**src/rtl/ras_predictor.sv**
```systemverilog
// Return-address stack: decodes JAL/JALR link hints and pushes/pops return addresses in a circular buffer.
// Define RAS_CKPT_EN to build the checkpoint/restore logic used for mispredict repair.
module ras_predictor #(
    parameter int DATA_WIDTH = 64,
    parameter int DEPTH      = 8,
    parameter int PTR_W      = 3
) (
    input  logic                  in_Clk,
    input  logic                  in_Rst,
    input  logic                  in_valid,
    input  logic [6:0]            in_opcode,
    input  logic [4:0]            in_rd,
    input  logic [4:0]            in_rs1,
    input  logic [DATA_WIDTH-1:0] in_data,
    input  logic                  in_ckpt_save,
    input  logic                  in_ckpt_restore,
    output logic [DATA_WIDTH-1:0] out_data,
    output logic                  out_valid,
    output logic [PTR_W:0]        out_count,
    output logic                  out_overflow,
    output logic                  out_underflow
);

    typedef enum logic [1:0] {OP_NONE, OP_PUSH, OP_POP, OP_POPPUSH} ras_op_e;

    localparam logic [6:0]       OPC_JALR = 7'b1100111;
    localparam logic [6:0]       OPC_JAL  = 7'b1101111;
    localparam logic [PTR_W:0]   FULL     = (PTR_W+1)'(DEPTH);
    localparam logic [PTR_W-1:0] PTR_ONE  = PTR_W'(1);
    localparam logic [PTR_W:0]   CNT_ONE  = (PTR_W+1)'(1);

    logic [DATA_WIDTH-1:0] mem [DEPTH];
    logic [PTR_W-1:0]      tos, tos_nxt;
    logic [PTR_W:0]        count, count_nxt;
    logic                  ovf_nxt, udf_nxt;
    logic                  wr_en;
    logic [PTR_W-1:0]      wr_addr;
    logic [DATA_WIDTH-1:0] wr_data;
    logic                  rd_link, rs1_link, is_jump;
    ras_op_e               op;

    function automatic logic is_link(input logic [4:0] r);
        return (r == 5'd1) || (r == 5'd5);
    endfunction

`ifdef RAS_CKPT_EN
    logic [PTR_W-1:0]      ck_tos;
    logic [PTR_W:0]        ck_count;
    logic [DATA_WIDTH-1:0] ck_top;
    logic                  do_restore;

    assign do_restore = in_ckpt_restore;

    // A save coinciding with a restore is dropped so the old checkpoint survives.
    always_ff @(posedge in_Clk) begin
        if (in_Rst) begin
            ck_tos   <= '0;
            ck_count <= '0;
            ck_top   <= '0;
        end else if (in_ckpt_save && !in_ckpt_restore) begin
            ck_tos   <= tos;
            ck_count <= count;
            ck_top   <= mem[tos];
        end
    end
`else
    logic [PTR_W-1:0]      ck_tos;
    logic [PTR_W:0]        ck_count;
    logic [DATA_WIDTH-1:0] ck_top;
    logic                  do_restore;
    logic                  unused_ckpt;

    assign ck_tos      = '0;
    assign ck_count    = '0;
    assign ck_top      = '0;
    assign do_restore  = 1'b0;
    assign unused_ckpt = in_ckpt_save ^ in_ckpt_restore;
`endif

    // JAL has no rs1, so only JALR can see a link source.
    assign is_jump  = in_valid && (in_opcode == OPC_JAL || in_opcode == OPC_JALR);
    assign rd_link  = is_link(in_rd);
    assign rs1_link = (in_opcode == OPC_JALR) && is_link(in_rs1);

    always_comb begin
        // NOTE: every combinational output gets a default first so no latch is inferred.
        op = OP_NONE;
        if (is_jump) begin
            if (rd_link && !rs1_link)      op = OP_PUSH;
            else if (!rd_link && rs1_link) op = OP_POP;
            else if (rd_link && rs1_link)  op = (in_rd == in_rs1) ? OP_PUSH : OP_POPPUSH;
        end
        if (op == OP_POPPUSH && count == '0) op = OP_PUSH;
    end

    always_comb begin
        tos_nxt   = tos;
        count_nxt = count;
        ovf_nxt   = 1'b0;
        udf_nxt   = 1'b0;
        wr_en     = 1'b0;
        wr_addr   = tos;
        wr_data   = in_data;
        if (do_restore) begin
            tos_nxt   = ck_tos;
            count_nxt = ck_count;
            wr_en     = 1'b1;
            wr_addr   = ck_tos;
            wr_data   = ck_top;
        end else begin
            case (op)
                OP_PUSH: begin
                    tos_nxt = tos + PTR_ONE;
                    wr_en   = 1'b1;
                    wr_addr = tos + PTR_ONE;
                    if (count == FULL) ovf_nxt = 1'b1;
                    else               count_nxt = count + CNT_ONE;
                end
                OP_POP: begin
                    if (count != '0) begin
                        tos_nxt   = tos - PTR_ONE;
                        count_nxt = count - CNT_ONE;
                    end else begin
                        udf_nxt = 1'b1;
                    end
                end
                OP_POPPUSH: wr_en = 1'b1;
                default: ;
            endcase
        end
    end

    always_ff @(posedge in_Clk) begin
        if (in_Rst) begin
            tos           <= '0;
            count         <= '0;
            out_overflow  <= 1'b0;
            out_underflow <= 1'b0;
        end else begin
            tos           <= tos_nxt;
            count         <= count_nxt;
            out_overflow  <= ovf_nxt;
            out_underflow <= udf_nxt;
        end
    end

    // NOTE: the entry array has no reset; count gates every read so stale contents are never visible.
    always_ff @(posedge in_Clk) begin
        if (wr_en) mem[wr_addr] <= wr_data;
    end

    assign out_count = count;
    assign out_valid = (count != '0);
    assign out_data  = (count != '0) ? mem[tos] : '0;

endmodule

```
**config.mk**
```make
export PLATFORM = sky130hd
export DESIGN_NAME = ras_predictor
export DESIGN_NICKNAME = d
export VERILOG_FILES = /design/src/rtl/ras_predictor.sv
export SDC_FILE = /design/constraint.sdc
export NUM_CORES = 1
export LEC_CHECK = 0
export ABC_CLOCK_PERIOD_IN_PS = 8300
export CORE_MARGIN = 2
export CORE_UTILIZATION = 35
export CTS_CLUSTER_SIZE = 10
export DETAILED_ROUTE_END_ITERATION = 16
export PLACE_DENSITY_LB_ADDON = 0.25
export SYNTH_ARGS = -nofsm -noshare
export SYNTH_HDL_FRONTEND = slang
export SYNTH_SLANG_ARGS = --single-unit
```
**constraint.sdc**
```tcl
create_clock -name in_Clk -period 8.3 [get_ports in_Clk]
set_clock_uncertainty 0.15 [all_clocks]
set_input_delay 1.66 -clock in_Clk [delete_from_list [all_inputs] [get_ports in_Clk]]
set_output_delay 1.66 -clock in_Clk [all_outputs]
set_load 0.01 [all_outputs]
```
==> results of run 1 <==
## Yosys cell counts, types with 2 or more instances
library cell	n	area, um2
edfxtp_1	512	15400
mux4_2	128	2880
nor2_1	76	285
mux2i_1	64	641
buf_1	22	82.6
clkbuf_1	17	63.8
dfxtp_1	12	240
inv_1	10	37.5
buf_2	5	25.0
nand3_1	5	25.0
ha_1	4	50.1
o21ai_0	4	20.0
o31ai_1	4	30.0
xnor2_1	4	35.0
a21oi_1	3	15.0
nor2b_1	3	18.8
or3_1	3	18.8
a21oi_2	2	17.5
a31oi_1	2	12.5
nand2_1	2	7.51
nor3_1	2	10.0
nor4_1	2	12.5
nor4_2	2	25.0
o211ai_1	2	15.0
o32a_1	2	20.0
xor2_1	2	17.5
## logic make-up (layout without fill, tap and decap cells)
group	Yosys count	after routing	share of synthesized area [%]
adder cells (fa/ha/maj)	5	5	0.347
multiplexers	194	194	17.6
buffers and inverters	55	268	1.09
flip-flops	524	524	77.3
AND/OR/NAND/NOR	102	102	2.35
XOR/XNOR	6	6	0.260
AO/OA/AOI/OAI	27	27	1.07
## routing by layer
| metal | share of wire [%] | wire length [um] |
|---|---|---|
| met5 | 0.070 | 30 |
| met4 | 2.0 | 870 |
| met3 | 4.0 | 1730 |
| met2 | 51 | 21900 |
| met1 | 42 | 18200 |
## power breakdown
group / internal, W / switching [W]
registers: 0.00290 / 0.0000000558
clock network: 0.00132 / 0.000935
logic: 0.0000362 / 0.0000372
total: 0.00426 / 0.000973
## placed cells by master (no fill, tap or decap), types with 3 or more instances in the layout
cell | synthesis | final
edfxtp_1 | 512 | 512
clkdlybuf4s50_1 | 0 | 154
mux4_2 | 128 | 128
nor2_1 | 76 | 70
mux2i_1 | 64 | 64
clkbuf_16 | 0 | 60
buf_4 | 0 | 21
clkbuf_1 | 17 | 16
inv_1 | 10 | 10
dfxtp_1 | 12 | 9
nor2_4 | 0 | 6
nand3_1 | 5 | 5
xnor2_1 | 4 | 4
o21ai_0 | 4 | 4
o31ai_1 | 4 | 4
ha_1 | 4 | 4
or3_1 | 3 | 3
a21oi_1 | 3 | 3
dfxtp_4 | 0 | 3
clkinv_1 | 0 | 3
## how the worst min path moves through the flow
stage	start	to	cells after the start
2_1_floorplan	out_count[2]	out_count[2]	2
3_3_place_gp	out_count[2]	out_count[2]	2
3_5_place_dp	out_count[2]	out_count[2]	2
4_1_cts	out_count[2]	out_count[2]	2
5_1_grt	out_count[2]	out_count[2]	2
6_report	out_count[2]	out_count[2]	2
## metrics by stage
| stage | setup WS, ns | power, W |
|---|---|---|
| floorplan | 1.60 | 0.00296 |
| global placement | 2.50 | 0.00303 |
| detailed placement | 2.48 | 0.00303 |
| CTS | 2.89 | 0.00531 |
| global route | 2.78 | 0.00541 |
| finish | 3.03 | 0.00523 |
## cell type report
type,count,area (um2),area share (%)
clock buffers,76,1560,6.40
clock inverters,6,66.3,0.272
repair buffers,176,1720,7.05
multi-input cells,334,4430,18.2
well taps,765,957,3.92
inverters,10,37.5,0.154
flip-flops and latches,524,15600,64.0
## registers in the layout (all words and copies together) (netlist names), named ones only
name and count:
out_overflow 1, tos 3, mem 512, out_count 4
out_underflow 1
## critical path, stage by stage (launching register included)
cell and delay (ns):
dfxtp_4 0.74, buf_4 0.75, mux4_2 0.41, mux2i_1 0.34
nor2_1 0.10, clkdlybuf4s50_1 0.53
==> results.sh, run 1 <==
export IMPL_rsz0062_at_grt="false"
export IMPL_critPathKind="register to primary output"
export IMPL_fp_dieW_um=244
export IMPL_reg2reg_slack_ns=4.17
export IMPL_antenna_found_initial=2
export IMPL_grt_pass1_wl_um=64500
export IMPL_drtIter0Drc=644
export IMPL_final_core_util_pct=42.5
export IMPL_period_share_pct=63.5
export IMPL_grt_pass1_vias=10346
export IMPL_ys_types=45
export IMPL_synth_area_mm2=0.0202
export IMPL_end_kind="primary output"
export IMPL_arrival_ns=3.46
export IMPL_start_util_pct=35.2
export IMPL_setup_worst_path_end="out_data[4]"
export IMPL_ant_nets=0
export IMPL_cts_max_level=2
export IMPL_ys_flop_type="edfxtp_1"
export IMPL_fin_cells=1891
export IMPL_hpwlAfterDp_um=22700
export IMPL_numCtsBuffers=59
export IMPL_root_buffer="clkbuf_16"
export IMPL_fin_area_mm2=0.0244
export IMPL_grt_total_usage_pct=14.5
export IMPL_worstPathRequired_ns=6.49
export IMPL_power_leakage_nw=7.23
export IMPL_grt_util_met1_pct=18.4
export IMPL_drcViolationCount=0
export IMPL_die_area_mm2=0.0596
export IMPL_path_clk_slew_ns=0.05
export IMPL_grt_start_max_net_pins=77
export IMPL_worstReg2RegEnd="mem[0][51]"
export IMPL_synth_nets=1004
export IMPL_holdWs_ns=0.421
export IMPL_cts_sinks=524
export IMPL_clock_path_buffers=3
export IMPL_post_cts_setup_buffers=0
export IMPL_clk_latency_ns=0.59
export IMPL_r2r_start="out_count[0]"
export IMPL_max_freq_ghz=0.190
export IMPL_die_h_um=244
export IMPL_peakVddDrop_mv=0.153
export IMPL_drt_pass1_iter_count=4
export IMPL_portBuffers=154
export IMPL_tritoncts="done"
export IMPL_nets=1196
export IMPL_worst_pin_slew_ns=1.08
export IMPL_routed_wirelength_um=42700
export IMPL_met2_usage_pct=25.4
export IMPL_setup_tns_ns=0
export IMPL_grt_util_met3_pct=2.67
export IMPL_routed_via_density=4.96
export IMPL_crit_path_start_kind="register"
export IMPL_io_pins=157
export IMPL_syn_to_final_growth_pct=20.8
export IMPL_ys_seq_elements=524
export IMPL_yosys_warnings=0
export IMPL_synth_edf_count=512
export IMPL_diodes=0
export IMPL_slew_headroom_pct=27.7
export IMPL_syn_inst=913
export IMPL_setup_viol=0
export IMPL_cts_hold_repair_buffers=0
export IMPL_power_per_cell_area_mw_per_mm2=215
export IMPL_num_fill_cells=4940
export IMPL_wire_per_inst_um=22.6
export IMPL_cp_max_fo=52
export IMPL_fin_crit_ns=5.27
export IMPL_via_count=9373
export IMPL_synth_seq_area_share_pct=77.3
export IMPL_worstRegToRegCells=8
export IMPL_gp_congestion=0.743
export IMPL_core_area_mm2=0.0574
export IMPL_placementRows=88
export IMPL_grt_overflow=0
export IMPL_drive_gt1_share_pct=21.0
export IMPL_syn_area_per_cell_um2=22.1
export IMPL_busiest_layer="met2"
export IMPL_dpl_cell_count=1809
export IMPL_placed_area_mm2=0.0228
export IMPL_post_cts_resize_count=0
export IMPL_finalMaxSlewViolations=0
export IMPL_status="completed"
export IMPL_hold_viol=0
export IMPL_hp_class="register to register"
export IMPL_max_cap_violations=0
export IMPL_synth_async_reset_ratio_pct=0
Note: power is estimated with default switching activity, not from simulation.
==> inputs of run 2 (changes only) <==
ABC_CLOCK_PERIOD_IN_PS = 4700   (was 8300)
clock period = 4.7 ns   (was 8.3 ns; I/O delays follow)
==> run 2 against run 1 <==
  * Combinational power rose by 76%
  * Cell count increased by 0.74%
  * Register-to-register slack worse by 2.5 ns
  * Via count increased by 0.98%
  * Critical endpoint is now out_data[43]
==> results.sh, run 2 (same netlist as run 1, synthesis figures left out) <==
export IMPL_power_per_cell_area_mw_per_mm2=377
export IMPL_drive_gt1_share_pct=22.0
export IMPL_cts_hold_repair_buffers=0
export IMPL_cts_sinks=524
export IMPL_finalPower_w=0.00931
export IMPL_worstReg2RegEnd="mem[0][23]"
export IMPL_drcViolationCount=0
export IMPL_clk_latency_ns=0.60
export IMPL_worstRegToRegCells=7
export IMPL_grt_start_max_net_pins=70
export IMPL_slew_headroom_pct=58.6
export IMPL_die_h_um=244
export IMPL_setup_tns_ns=0
export IMPL_nets=1208
export IMPL_grt_pass1_wl_um=65100
export IMPL_mostFrequentLayoutCells="edfxtp_1 (512), clkdlybuf4s50_1 (154), mux4_2 (128)"
export IMPL_power_leakage_nw=7.35
export IMPL_cp_max_fo=33
export IMPL_whs_endpoint="out_count[2]"
export IMPL_core_area_mm2=0.0574
export IMPL_gp_congestion=0.734
export IMPL_crit_path_start_kind="register"
export IMPL_status="completed"
export IMPL_largest_register_ffs=512
export IMPL_max_cap_violations=0
export IMPL_holdPathStages=2
export IMPL_hpwlAfterDp_um=24100
export IMPL_critPathKind="register to primary output"
export IMPL_max_freq_ghz=0.245
export IMPL_hp_class="register to register"
export IMPL_placementRows=88
export IMPL_fp_dieW_um=244
export IMPL_arrival_ns=2.99
export IMPL_fin_crit_ns=4.08
export IMPL_min_delay_start="out_count[2]"
export IMPL_end_kind="primary output"
export IMPL_grt_overflow=0
export IMPL_wire_per_inst_um=22.7
export IMPL_final_common_cell="edfxtp_1"
export IMPL_antenna_found_initial=4
export IMPL_setup_viol=0
export IMPL_finalMaxSlewViolations=0
export IMPL_holdWs_ns=0.442
export IMPL_placed_area_mm2=0.0230
export IMPL_tritoncts="done"
export IMPL_period_share_pct=86.8
export IMPL_drt_pass1_iter_count=5
export IMPL_r2r_start="out_count[0]"
export IMPL_routed_via_density=4.97
export IMPL_routed_wirelength_um=43300
export IMPL_numCtsBuffers=60
export IMPL_io_pins=157
export IMPL_syn_to_final_growth_pct=22.3
export IMPL_rsz0062_at_grt="false"
export IMPL_drtIter0Drc=520
export IMPL_grt_pass1_vias=10418
export IMPL_clock_path_buffers=3
export IMPL_num_fill_cells=4938
export IMPL_post_cts_resize_count=0
export IMPL_die_area_mm2=0.0596
export IMPL_worst_pin_slew_ns=0.622
export IMPL_cts_max_level=2
export IMPL_portBuffers=154
export IMPL_top_register="mem"
export IMPL_ant_nets=0
export IMPL_peakVddDrop_mv=0.278
export IMPL_reg2reg_slack_ns=1.63
export IMPL_fin_area_mm2=0.0247
export IMPL_grt_total_usage_pct=14.7
export IMPL_worstPathRequired_ns=3.61
export IMPL_via_count=9465
export IMPL_hold_viol=0
export IMPL_post_cts_setup_buffers=0
export IMPL_path_clk_slew_ns=0.06
export IMPL_final_core_util_pct=43.1
export IMPL_root_buffer="clkbuf_16"
export IMPL_start_util_pct=35.2
run 2: through the flow:
stage,setup WS (ns),instances
3_3_place_gp,0.430,1820
6_report,0.620,1905
3_5_place_dp,0.392,1820
5_1_grt,0.452,1905
2_1_floorplan,-1.05,913
4_1_cts,0.541,1904
run 2: worst max path at each step:
stage | start | end | slack, ns
floorplan | in_rd[1] | mem[4][0] | -1.05
global placement | in_rd[1] | mem[7][19] | 0.43
detailed placement | in_rd[1] | mem[7][19] | 0.39
CTS | register | out_data[8] | 0.54
global route | register | out_data[43] | 0.45
finish | register | out_data[43] | 0.62
run 2: layout make-up:
type / instances / area (um2) / share of cell area, %
Antenna cell: 1 / 2.50 / 0.0101
Multi-Input combinational cell: 334 / 4430 / 17.9
Tap cell: 765 / 957 / 3.87
Clock inverter: 7 / 70.1 / 0.284
Timing Repair Buffer: 187 / 1990 / 8.05
Clock buffer: 77 / 1590 / 6.42
Sequential cell: 524 / 15600 / 63.3
Inverter: 10 / 37.5 / 0.152
run 2: critical path: stages (launching register included):
cell,delay [ns]
dfxtp_4,0.72
buf_4,0.46
mux4_2,0.37
mux2i_1,0.25
nor2_1,0.07
clkdlybuf4s50_1,0.49
run 2: power by group:
group / switching [W] / total, W / internal (W)
logic: 0.0000655 / 0.000129 / 0.0000639
registers: 0.000000100 / 0.00513 / 0.00513
clock network: 0.00168 / 0.00406 / 0.00238
run 2: per-layer routing:
metal	vias to the layer above	part of all wire (%)	global-route usage (%)
met5	-	0.083	0
met4	6	1.9	3.86
met3	77	4.8	3.27
met2	198	52	25.6
met1	4990	42	18.7
li1	4194	-	-
==> inputs of run 3 (changes only) <==
CORE_UTILIZATION = 42   (was 35)
==> run 3 against run 2 <==
  * Flip-flop and latch count stayed put
  * Count of clock-buffer cells in the layout is 6 higher
  * Global-route usage rose by 1.9 points
  * Register-to-register slack is essentially flat
  * Non-clock buffer count shrank 1
  * Clock power is 4% lower
  * Core utilization rose by 8.2 points
  * Worst hold slack got worse by 0.010 ns
  * Cell count shrank 7.8%
  * Via count is 0.32% higher
  * Critical path type unchanged
  * Largest cell class unchanged
  * Largest power group unchanged
==> results.sh, run 3 (same netlist as run 1, synthesis figures left out) <==
export IMPL_drt_pass1_iter_count=6
export IMPL_setup_viol=0
export IMPL_power_leakage_nw=7.30
export IMPL_start_util_pct=42.4
export IMPL_crit_path_start_kind="register"
export IMPL_slew_headroom_pct=55.1
export IMPL_pre_cts_ws_ns=0.392
export IMPL_path_clk_slew_ns=0.05
export IMPL_tritoncts="done"
export IMPL_die_h_um=223
export IMPL_power_per_cell_area_mw_per_mm2=375
export IMPL_die_area_mm2=0.0499
export IMPL_grt_overflow=0
export IMPL_fin_crit_ns=4.06
export IMPL_root_buffer="clkbuf_16"
export IMPL_rsz0062_at_grt="false"
export IMPL_syn_to_final_growth_pct=21.0
export IMPL_critPathKind="register to primary output"
export IMPL_path_cells="buf_12 > mux4_2 > mux2i_1 > nor2_1 > clkdlybuf4s50_1"
export IMPL_wire_per_inst_um=23.2
export IMPL_holdWs_ns=0.432
export IMPL_core_area_mm2=0.0476
export IMPL_peakVddDrop_mv=0.262
export IMPL_post_cts_resize_count=0
export IMPL_top_register="mem"
export IMPL_cts_hold_repair_buffers=0
export IMPL_worstRegToRegCells=7
export IMPL_status="completed"
export IMPL_cts_sinks=524
export IMPL_fp_dieW_um=223
export IMPL_nets=1205
export IMPL_routed_via_density=5.40
export IMPL_period_share_pct=86.4
export IMPL_io_pins=157
export IMPL_holdPathStages=2
export IMPL_max_freq_ghz=0.246
export IMPL_grt_total_usage_pct=16.7
export IMPL_via_count=9495
export IMPL_hold_viol=0
export IMPL_max_cap_violations=0
export IMPL_cp_num_cells=5
export IMPL_post_cts_setup_buffers=0
export IMPL_grt_pass1_vias=10207
export IMPL_cp_max_fo=69
export IMPL_drive_gt1_share_pct=21.4
export IMPL_cp_slowest_cell="dfxtp_4"
export IMPL_drcViolationCount=0
export IMPL_cp_top_family="buffers and inverters"
export IMPL_cts_max_level=2
export IMPL_mostFrequentLayoutCells="edfxtp_1 (512), clkdlybuf4s50_1 (154), mux4_2 (128)"
export IMPL_critical_path_buf_inv_count=2
export IMPL_final_common_cell="edfxtp_1"
export IMPL_antenna_found_initial=4
export IMPL_gp_congestion=0.728
export IMPL_portBuffers=154
export IMPL_grt_pass1_wl_um=61900
export IMPL_drtIter0Drc=731
export IMPL_setup_ws_ns=0.641
export IMPL_max_stage_delay_ns=0.64
export IMPL_fin_cells=1757
export IMPL_dpl_cell_count=1669
export IMPL_arrival_ns=2.97
export IMPL_clock_path_buffers=3
export IMPL_grt_start_max_net_pins=70
export IMPL_end_kind="primary output"
export IMPL_worst_pin_slew_ns=0.674
export IMPL_ant_nets=0
export IMPL_hpwlAfterDp_um=22700
export IMPL_placementRows=80
export IMPL_placed_area_mm2=0.0228
export IMPL_largest_register_ffs=512
export IMPL_hp_class="register to register"
export IMPL_worstPathRequired_ns=3.61
export IMPL_fin_area_mm2=0.0244
export IMPL_routed_wirelength_um=40800
export IMPL_numCtsBuffers=58
export IMPL_clk_latency_ns=0.59
export IMPL_finalMaxSlewViolations=0
## run 3: per-stage QoR
stage               setup TNS (ns)  utilization, %  total power, W
detailed placement               0            47.9         0.00535
finish                           0            51.3         0.00916
floorplan                  -133.79               -         0.00523
CTS                              0            51.3         0.00927
global placement                 0            47.9         0.00534
global route                     0            51.3         0.00945
## run 3: final timing paths
kind                      from           end  slack (ns)
setup / recovery      register   out_data[2]        0.64
hold / removal    out_count[2]  out_count[2]        0.43
setup reg to reg  out_count[0]    mem[7][52]        1.64
hold reg to reg   out_count[2]  out_count[2]        0.43
## run 3: worst register-to-register path: stages (launching register included)
cell and delay [ns]:
dfxtp_1 0.50, nor4_4 0.09, buf_4 0.28, or4_4 0.60, a21oi_1 0.23, a32o_1 0.18, nor2b_4 0.39, buf_4 0.33
## run 3: where the power goes
group | internal [W] | switching [W] | total (W)
Sequential | 0.00513 | 0.000000110 | 0.00513
Clock | 0.00227 | 0.00164 | 0.00390
Combinational | 0.0000640 | 0.0000658 | 0.000130
Total | 0.00746 | 0.00170 | 0.00916
## run 3: per-layer routing
layer  part of all wire [%]  global-route usage [%]  up-vias
met1                     42                    21.8     4993
met3                    5.1                    3.86       70
met2                     51                    28.5      228
met4                    1.9                    4.13        4
li1                       -                       -     4200
met5                  0.044                       0        -
## run 3: area by class of cell
type	instances	area, um2
Inverter	10	37.5
Fill cell	3784	23200
Timing Repair Buffer	186	1970
Clock inverter	2	32.5
Multi-Input combinational cell	334	4430
Clock buffer	83	1570
Antenna cell	3	7.51
Tap cell	615	769
Sequential cell	524	15600
